==> src/rtl/bca_pkg.sv <==
// Shared parameters, FSM state type and round-robin pick helper for the bit-count arbiter.
package bca_pkg;

    localparam int DATA_W  = 8;
    localparam int CNT_W   = 4;
    localparam int NUM_REQ = 2;

    typedef enum logic [1:0] {
        IDLE = 2'd0,
        RUN  = 2'd1,
        RESP = 2'd2
    } state_t;

    // Both requesting: the one not served last wins. last=1 means requester 1 was served last.
    function automatic logic [NUM_REQ-1:0] rr_pick(input logic [NUM_REQ-1:0] req, input logic last);
        logic [NUM_REQ-1:0] g;
        case (req)
            2'b01:   g = 2'b01;
            2'b10:   g = 2'b10;
            2'b11:   g = last ? 2'b01 : 2'b10;
            default: g = 2'b00;
        endcase
        return g;
    endfunction

endpackage

==> src/rtl/bca_engine.sv <==
// Bit-serial population-count engine: shifts the operand right one bit per cycle and
// accumulates the bits shifted out. zero flags an exhausted shift register.
module bca_engine
    import bca_pkg::*;
(
    input  logic              clk,
    input  logic              reset,
    input  logic              load,
    input  logic              shift,
    input  logic [DATA_W-1:0] operand,
    output logic              zero,
    output logic [CNT_W-1:0]  count
);

    logic [DATA_W-1:0] shreg_r;
    logic [CNT_W-1:0]  count_r;

    // Shift register and bit accumulator; count tops out at DATA_W so it cannot wrap.
    always_ff @(posedge clk or negedge reset) begin
        if (!reset) begin
            shreg_r <= {DATA_W{1'b0}};
            count_r <= {CNT_W{1'b0}};
        end else if (load) begin
            shreg_r <= operand;
            count_r <= {CNT_W{1'b0}};
        end else if (shift) begin
            shreg_r <= {1'b0, shreg_r[DATA_W-1:1]};
            count_r <= count_r + {{(CNT_W-1){1'b0}}, shreg_r[0]};
        end else begin
            shreg_r <= shreg_r;
            count_r <= count_r;
        end
    end

    // Status outputs straight from the registers.
    always_comb begin
        zero  = (shreg_r == {DATA_W{1'b0}});
        count = count_r;
    end

endmodule

==> src/rtl/bca_arbiter.sv <==
// Two-requester arbiter in front of a bit-count engine. Round-robin by default;
// defining BCA_ARB_FIXED_PRIO_EN gives requester 0 fixed priority and drops the pointer.
module bca_arbiter
    import bca_pkg::*;
(
    input  logic              clk,
    input  logic              reset,
    input  logic [1:0]        req,
    input  logic [7:0]        data0,
    input  logic [7:0]        data1,
    output logic [1:0]        grant,
    output logic              resp_valid,
    input  logic              resp_ready,
    output logic              resp_id,
    output logic [3:0]        result,
    output logic              busy
);

    state_t              state_r;
    state_t              state_s;
    logic [NUM_REQ-1:0]  pick_s;
    logic [NUM_REQ-1:0]  grant_s;
    logic                load_s;
    logic                shift_s;
    logic [DATA_W-1:0]   operand_s;
    logic                zero_s;
    logic [CNT_W-1:0]    count_s;
    logic                id_r;

`ifdef BCA_ARB_FIXED_PRIO_EN
    // Fixed priority: requester 0 always wins contention.
    always_comb begin
        if (req[0]) begin
            pick_s = 2'b01;
        end else if (req[1]) begin
            pick_s = 2'b10;
        end else begin
            pick_s = 2'b00;
        end
    end
`else
    logic last_r;

    // Round-robin pointer: reset to "requester 1 served last" so requester 0 wins first.
    always_ff @(posedge clk or negedge reset) begin
        if (!reset) begin
            last_r <= 1'b1;
        end else if (load_s) begin
            last_r <= pick_s[1];
        end else begin
            last_r <= last_r;
        end
    end

    // Round-robin selection.
    always_comb begin
        pick_s = rr_pick(req, last_r);
    end
`endif

    // State register.
    always_ff @(posedge clk or negedge reset) begin
        if (!reset) begin
            state_r <= IDLE;
        end else begin
            state_r <= state_s;
        end
    end

    // Latched id of the requester being served.
    always_ff @(posedge clk or negedge reset) begin
        if (!reset) begin
            id_r <= 1'b0;
        end else if (load_s) begin
            id_r <= pick_s[1];
        end else begin
            id_r <= id_r;
        end
    end

    // Next-state and engine control.
    always_comb begin
        state_s = state_r;
        grant_s = 2'b00;
        load_s  = 1'b0;
        shift_s = 1'b0;
        case (state_r)
            IDLE: begin
                if (pick_s != 2'b00) begin
                    grant_s = pick_s;
                    load_s  = 1'b1;
                    state_s = RUN;
                end else begin
                    state_s = IDLE;
                end
            end
            RUN: begin
                if (zero_s) begin
                    state_s = RESP;
                end else begin
                    shift_s = 1'b1;
                end
            end
            RESP: begin
                if (resp_ready) begin
                    state_s = IDLE;
                end else begin
                    state_s = RESP;
                end
            end
            default: begin
                state_s = IDLE;
            end
        endcase
    end

    // Operand mux follows the winner.
    always_comb begin
        if (pick_s[1]) begin
            operand_s = data1;
        end else begin
            operand_s = data0;
        end
    end

    bca_engine u_engine (
        .clk     (clk),
        .reset   (reset),
        .load    (load_s),
        .shift   (shift_s),
        .operand (operand_s),
        .zero    (zero_s),
        .count   (count_s)
    );

    // Output decode; grant is forced low while reset is held so nothing leaks out.
    always_comb begin
        if (reset) begin
            grant = grant_s;
        end else begin
            grant = 2'b00;
        end
        resp_valid = (state_r == RESP);
        resp_id    = id_r;
        busy       = (state_r != IDLE);
        if (state_r == RESP) begin
            result = count_s;
        end else begin
            result = 4'd0;
        end
    end

endmodule

==> config.mk <==
export PLATFORM = sky130hd
export DESIGN_NAME = bca_arbiter
export DESIGN_NICKNAME = d
export VERILOG_FILES = /design/src/rtl/bca_pkg.sv /design/src/rtl/bca_engine.sv /design/src/rtl/bca_arbiter.sv
export SDC_FILE = /design/constraint.sdc
export NUM_CORES = 1
export LEC_CHECK = 0
export BUFFER_PORTS_ARGS = -buffer_cell sky130_fd_sc_hd__clkbuf_2
export CAP_MARGIN = 20
export CORE_MARGIN = 8
export CORE_UTILIZATION = 49
export CTS_CLUSTER_DIAMETER = 60
export DETAILED_ROUTE_END_ITERATION = 10
export PLACE_DENSITY = 0.77
export SETUP_SLACK_MARGIN = 0.5
export SLEW_MARGIN = 25
export SYNTH_ARGS = -nofsm -noshare
export SYNTH_HDL_FRONTEND = slang
export SYNTH_HIERARCHICAL = 1
export SYNTH_SLANG_ARGS = --single-unit
==> constraint.sdc <==
create_clock -name clk -period 2.4 [get_ports clk]
set_input_delay 0.24 -clock clk [delete_from_list [all_inputs] [get_ports clk]]
set_output_delay 0.24 -clock clk [all_outputs]
set_load 0.01 [all_outputs]
==> results.sh, run 1 <==
export IMPL_root_buffer="clkbuf_4"
export IMPL_routed_wl_um=2160
export IMPL_final_nets=149
export IMPL_synth_avg_cell_area_um2=10.5
export IMPL_ios=30
export IMPL_vias=784
export IMPL_yosysWarnings=6
export IMPL_end_kind="register"
export IMPL_hold_end="state_r[1]"
export IMPL_grt_setup_unrepaired="false"
export IMPL_max_slew_margin=0.644
export IMPL_worst_path_buf_inv=1
export IMPL_path_clk_slew_ns=0.11
export IMPL_final_antenna_net_count=0
export IMPL_grt_pass1_vias=775
export IMPL_fin_skew_ns=0.0172
export IMPL_rows=16
export IMPL_status="completed"
export IMPL_p_per_area_nw_per_um2=1150
export IMPL_critical_path_required_ns=2.60
export IMPL_arrival_ns=2.04
export IMPL_worstHoldPathCells=3
export IMPL_hp_class="input pin to register"
export IMPL_min_delay_start="resp_ready"
export IMPL_tightest_slew_ns=0.534
export IMPL_cts_sinks=16
export IMPL_hold_slack_ns=0.192
export IMPL_worstPathCellList="or4_1 -> nor2_4 -> nor3b_4 -> buf_4 -> mux2i_1 -> o21ai_0"
export IMPL_drive_above_1_share=0.424
export IMPL_h_tree_depth=1
export IMPL_routabilityCongestion=0.824
export IMPL_syn_nets=112
export IMPL_syn2layout_area_growth_pct=29.1
export IMPL_totalNegativeSetupSlack_ns=0
export IMPL_irDropWorstVdd_mv=0.572
export IMPL_die_x_um=59.7
export IMPL_crit_type="register to register"
export IMPL_antenna_found_initial=0
export IMPL_worst_slack_ns=0.564
export IMPL_startpoint_type="register"
export IMPL_synth_edf_count=0
export IMPL_initial_core_util=0.498
export IMPL_dp_hpwl_um=1560
export IMPL_cp_slowest_cell="or4_1"
export IMPL_finalSetupViolations=0
export IMPL_timing_final_crit_share=0.765
export IMPL_reg2reg_depth=6
export IMPL_critPathMaxStageDelay_ns=0.59
export IMPL_insertedDiodeCount=0
export IMPL_grt_overflow=0
export IMPL_die_area_um2=3570
export IMPL_crit_start="u_engine/shreg_r[1]"
export IMPL_clock_latency_ns=0.29
export IMPL_cts_tree="yes"
export IMPL_fin_crit_ns=1.84
export IMPL_async_flop_share=1.00
export IMPL_synth_yosys_seq_area_share=0.429
export IMPL_grt_max_degree=19
export IMPL_fp_dieH_um=59.7
export IMPL_total_power_mw=1.39
export IMPL_p_leak_nw=0.617
export IMPL_cp_max_fo=10
export IMPL_ys_flop_type="dfrtp_1"
export IMPL_fmax_mhz=545
export IMPL_via_per_inst=5.16
export IMPL_r2r_start="u_engine/shreg_r[1]"
export IMPL_io_buffers=29
export IMPL_rrSetupSlack_ns=0.56
export IMPL_drc=0
export IMPL_grt_pass1_wl_um=3510
export IMPL_slew_violations=0
export IMPL_post_place_ws_ns=0.404
export IMPL_synth_distinct_cells=29
export IMPL_synth_area_um2=937
export IMPL_reg2reg_to="u_engine/shreg_r[1]"
export IMPL_drtIter0Drc=10
export IMPL_synth_seq_cells=16
export IMPL_cap_violations=0
export IMPL_finalHoldViolCount=0
export IMPL_path_delay_family="simple AND/OR/NAND/NOR gates"
export IMPL_final_util=0.643
export IMPL_core_area_um2=1880
export IMPL_cts_made_buffers=3
export IMPL_netlist_instances=89
export IMPL_grt_usage=0.124
export IMPL_wl_per_cell_um=14.2
export IMPL_dr_pass1_iters=4
export IMPL_cts_buffer_depth=2
where the power goes:
| part | internal (mW) | switching, mW | total, mW |
|---|---|---|---|
| Clock | 0.0923 | 0.0875 | 0.180 |
| Combinational | 0.388 | 0.332 | 0.720 |
| Sequential | 0.388 | 0.100 | 0.488 |
worst register-to-register path, cell delays in order, from the launching register on:
cell	delay, ns
dfrtp_1	0.42
or4_1	0.59
nor2_4	0.17
nor3b_4	0.10
buf_4	0.16
mux2i_1	0.12
o21ai_0	0.20
timing repair:
item | in CTS | in global routing
pin swaps | 0 | 1
setup buffers | 0 | 4
endpoints found under the hold margin | 15 | 0
resized for setup | 2 | 1
hold buffers | 1 | 0
endpoints found under the setup margin | 7 | 2
per-layer routing:
metal	vias to the layer above	share of wire	track usage
met5	-	0	0
met4	0	0.0065	0.0306
met3	2	0.067	0.0344
met2	20	0.51	0.225
met1	373	0.41	0.137
li1	389	-	-
worst max path at each step:
stage | endpoint | cells after the start
3_3_place_gp | u_engine/count[3] | 5
3_5_place_dp | u_engine/count[3] | 5
4_1_cts | u_engine/count[3] | 5
2_1_floorplan | u_engine/count[3] | 5
5_1_grt | u_engine/shreg_r[1] | 6
6_report | u_engine/shreg_r[1] | 6
Yosys cell counts (all sizes together) (2+ instances only):
library cell | instances | area (µm²)
and2 | 4 | 25.0
buf | 3 | 21.3
dfrtp | 15 | 375
ha | 2 | 25.0
inv | 2 | 7.51
mux2 | 9 | 101
mux2i | 9 | 90.1
nand2 | 10 | 37.5
nor2 | 5 | 18.8
nor2b | 3 | 18.8
nor3b | 2 | 15.0
o21ai | 8 | 40.0
or4 | 2 | 15.0
per-stage QoR:
step / std cells / cell area (µm²)
final: 152 / 1210
after floorplan: 89 / 937
after global routing: 152 / 1210
after global placement: 143 / 1110
after CTS: 148 / 1160
after detailed placement: 143 / 1110
layout by cell type (no fill, tap or decap), types with 2 or more instances in the layout:
| cell type | netlist | routed |
|---|---|---|
| and2_1 | 4 | 4 |
| buf_4 | 0 | 4 |
| clkbuf_2 | 0 | 29 |
| clkbuf_4 | 0 | 3 |
| dfrtp_1 | 15 | 15 |
| ha_1 | 2 | 2 |
| inv_1 | 2 | 2 |
| mux2_2 | 9 | 9 |
| mux2i_1 | 9 | 9 |
| nand2_1 | 10 | 10 |
| nor2_1 | 5 | 4 |
| nor2b_1 | 3 | 3 |
| o21ai_0 | 8 | 8 |
| or4_1 | 2 | 2 |
flip-flops by register name, summed over array words and instances, names as in the netlist:
name / cells
last_r: 1
u_engine/shreg_r: 8
u_engine/count: 4
resp_id: 1
state_r: 2
cell type report:
class | count | area (µm²)
fill | 164 | 672
sequential | 16 | 402
timing repair buffer | 35 | 205
inverter | 2 | 7.51
tap | 27 | 33.8
clock buffer | 4 | 36.3
multi-input combinational | 68 | 526
cell families after synthesis:
logic type / share of synthesized area
AND/OR/NAND/NOR: 0.194
multiplexers: 0.204
flip-flops: 0.429
AO/OA/AOI/OAI: 0.116
buffers and inverters: 0.0307
adder cells (fa/ha/maj): 0.0267
No activity file was read; power rests on OpenSTA's default activity.
==> run 2, diff against run 1 <==
Clock period 2.4 ns to 1.7 ns, I/O delays scaled along.
==> run 2 against run 1 <==
  * The run now ends with negative setup slack left
  * Critical path type unchanged
  * Worst hold slack got worse by 0.055 ns
  * Sequential power rose by 43%
  * Die area did not move
  * Clock skew fell by 0.015 ns
  * Combinational power rose by 89%
  * First-iteration DRC count rose by 30%
  * Largest cell class unchanged
  * Core utilization rose by 12 points
  * Final cell count rose by 13%
  * Clock power rose by 40%
==> results.sh, run 2 (synthesis results as in run 1) <==
export IMPL_status="complete, but fails checks"
export IMPL_violations="negative setup slack"
export IMPL_insertedDiodeCount=0
export IMPL_antenna_found_initial=0
export IMPL_r2r_start="u_engine/shreg_r[1]"
export IMPL_dpl_cell_count=151
export IMPL_drive_above_1_share=0.604
export IMPL_fmax_mhz=588
export IMPL_reg2reg_depth=6
export IMPL_drc=0
export IMPL_initial_core_util=0.498
export IMPL_timing_final_crit_share=1.00
export IMPL_clock_latency_ns=0.28
export IMPL_min_delay_start="resp_ready"
export IMPL_routed_wl_um=2640
export IMPL_hp_class="input pin to register"
export IMPL_total_power_mw=2.31
export IMPL_reg2reg_to="u_engine/shreg_r[4]"
export IMPL_grt_setup_unrepaired="true"
export IMPL_via_per_inst=5.20
export IMPL_final_antenna_net_count=0
export IMPL_path_clk_slew_ns=0.10
export IMPL_rows=16
export IMPL_grt_max_degree=14
export IMPL_cp_max_fo=6
export IMPL_fin_skew_ns=0.00221
export IMPL_p_leak_nw=0.729
export IMPL_crit_type="register to register"
export IMPL_grt_pass1_vias=950
export IMPL_rrSetupSlack_ns=-0.001
export IMPL_dp_hpwl_um=1740
export IMPL_final_common_cell="clkbuf_2"
export IMPL_die_x_um=59.7
export IMPL_syn2layout_area_growth_pct=53.7
export IMPL_post_place_ws_ns=-0.00949
export IMPL_p_per_area_nw_per_um2=1600
export IMPL_max_slew_margin=0.831
export IMPL_cts_tree="yes"
export IMPL_final_cell_mix="clkbuf_2, buf_4, dfrtp_1"
export IMPL_largest_reg_flops=8
export IMPL_routabilityCongestion=0.845
export IMPL_vias=889
export IMPL_critical_path_required_ns=1.88
export IMPL_die_area_um2=3570
export IMPL_fin_crit_ns=1.70
export IMPL_cts_sinks=16
export IMPL_wl_per_cell_um=15.4
export IMPL_largest_register="u_engine/shreg_r"
export IMPL_slew_violations=0
export IMPL_tightest_slew_ns=0.254
export IMPL_grt_overflow=0
export IMPL_arrival_ns=1.88
export IMPL_core_area_um2=1880
export IMPL_grt_pass1_wl_um=4000
export IMPL_startpoint_type="register"
export IMPL_cap_violations=0
export IMPL_worstHoldPathCells=3
export IMPL_fp_dieH_um=59.7
export IMPL_grt_usage=0.146
export IMPL_cts_buffer_depth=2
export IMPL_root_buffer="clkbuf_4"
export IMPL_end_kind="register"
export IMPL_worst_slack_ns=-0.00146
export IMPL_cts_made_buffers=3
export IMPL_ios=30
export IMPL_h_tree_depth=1
export IMPL_final_cells=171
export IMPL_drtIter0Drc=13
export IMPL_num_fill_cells=135
export IMPL_hold_end="state_r[1]"
export IMPL_dr_pass1_iters=4
export IMPL_final_nets=168
export IMPL_irDropWorstVdd_mv=1.01
export IMPL_finalHoldViolCount=0
export IMPL_finalSetupViolations=2
export IMPL_io_buffers=29
export IMPL_crit_start="u_engine/shreg_r[1]"
run 2: stage by stage:
stage	instance area (µm²)	setup TNS (ns)	util	hold slack (ns)
2_1_floorplan	945	0	-	-0.126
3_3_place_gp	1170	0	0.622	-0.00554
3_5_place_dp	1170	-0.0174	0.622	0.00136
4_1_cts	1290	0	0.684	0.123
5_1_grt	1440	-0.189	0.765	0.108
6_report	1440	-0.00222	0.765	0.136
run 2: repair_timing:
action                                  in CTS  in global routing
endpoints found under the setup margin      23                 24
hold buffers                                 1                  0
pin swaps                                    2                  6
endpoints found under the hold margin       16                  0
resized for setup                            7                 35
setup buffers                                8                  7
run 2: worst max-delay path by stage:
stage               slack (ns)                  end
global placement          0.04    u_engine/count[3]
floorplan                 0.05    u_engine/count[3]
CTS                      0.008    u_engine/count[3]
detailed placement      -0.009  u_engine/shreg_r[4]
global route             -0.04  u_engine/shreg_r[2]
finish                  -0.001  u_engine/shreg_r[4]
run 2: per-layer routing:
layer | global-route usage | up-vias | wire [µm] | share of wire
met1 | 0.148 | 428 | 1020 | 0.38
li1 | - | 426 | - | -
met5 | 0 | - | 0 | 0
met4 | 0.0612 | 0 | 44 | 0.017
met2 | 0.272 | 29 | 1450 | 0.55
met3 | 0.0366 | 6 | 131 | 0.050
run 2: layout make-up:
cell class                 instances  area (µm²)  area share
sequential                        16         404       0.281
clock buffer                       4        36.3      0.0252
tap                               27        33.8      0.0235
multi-input combinational         68         583       0.405
inverter                           2        7.51     0.00521
timing repair buffer              54         375       0.261
run 2: worst max-delay path, stage by stage (launching register included):
cell,delay [ns]
dfrtp_1,0.40
or4_4,0.55
nor2_4,0.17
nor3b_4,0.07
buf_6,0.14
mux2i_1,0.17
o21ai_1,0.08
run 2: power breakdown:
part	switching, mW	total, mW	internal, mW	leakage [nW]
Combinational	0.567	1.36	0.796	0.508
Clock	0.122	0.252	0.130	0.0210
Sequential	0.144	0.696	0.552	0.200
Total	0.833	2.31	1.48	0.729
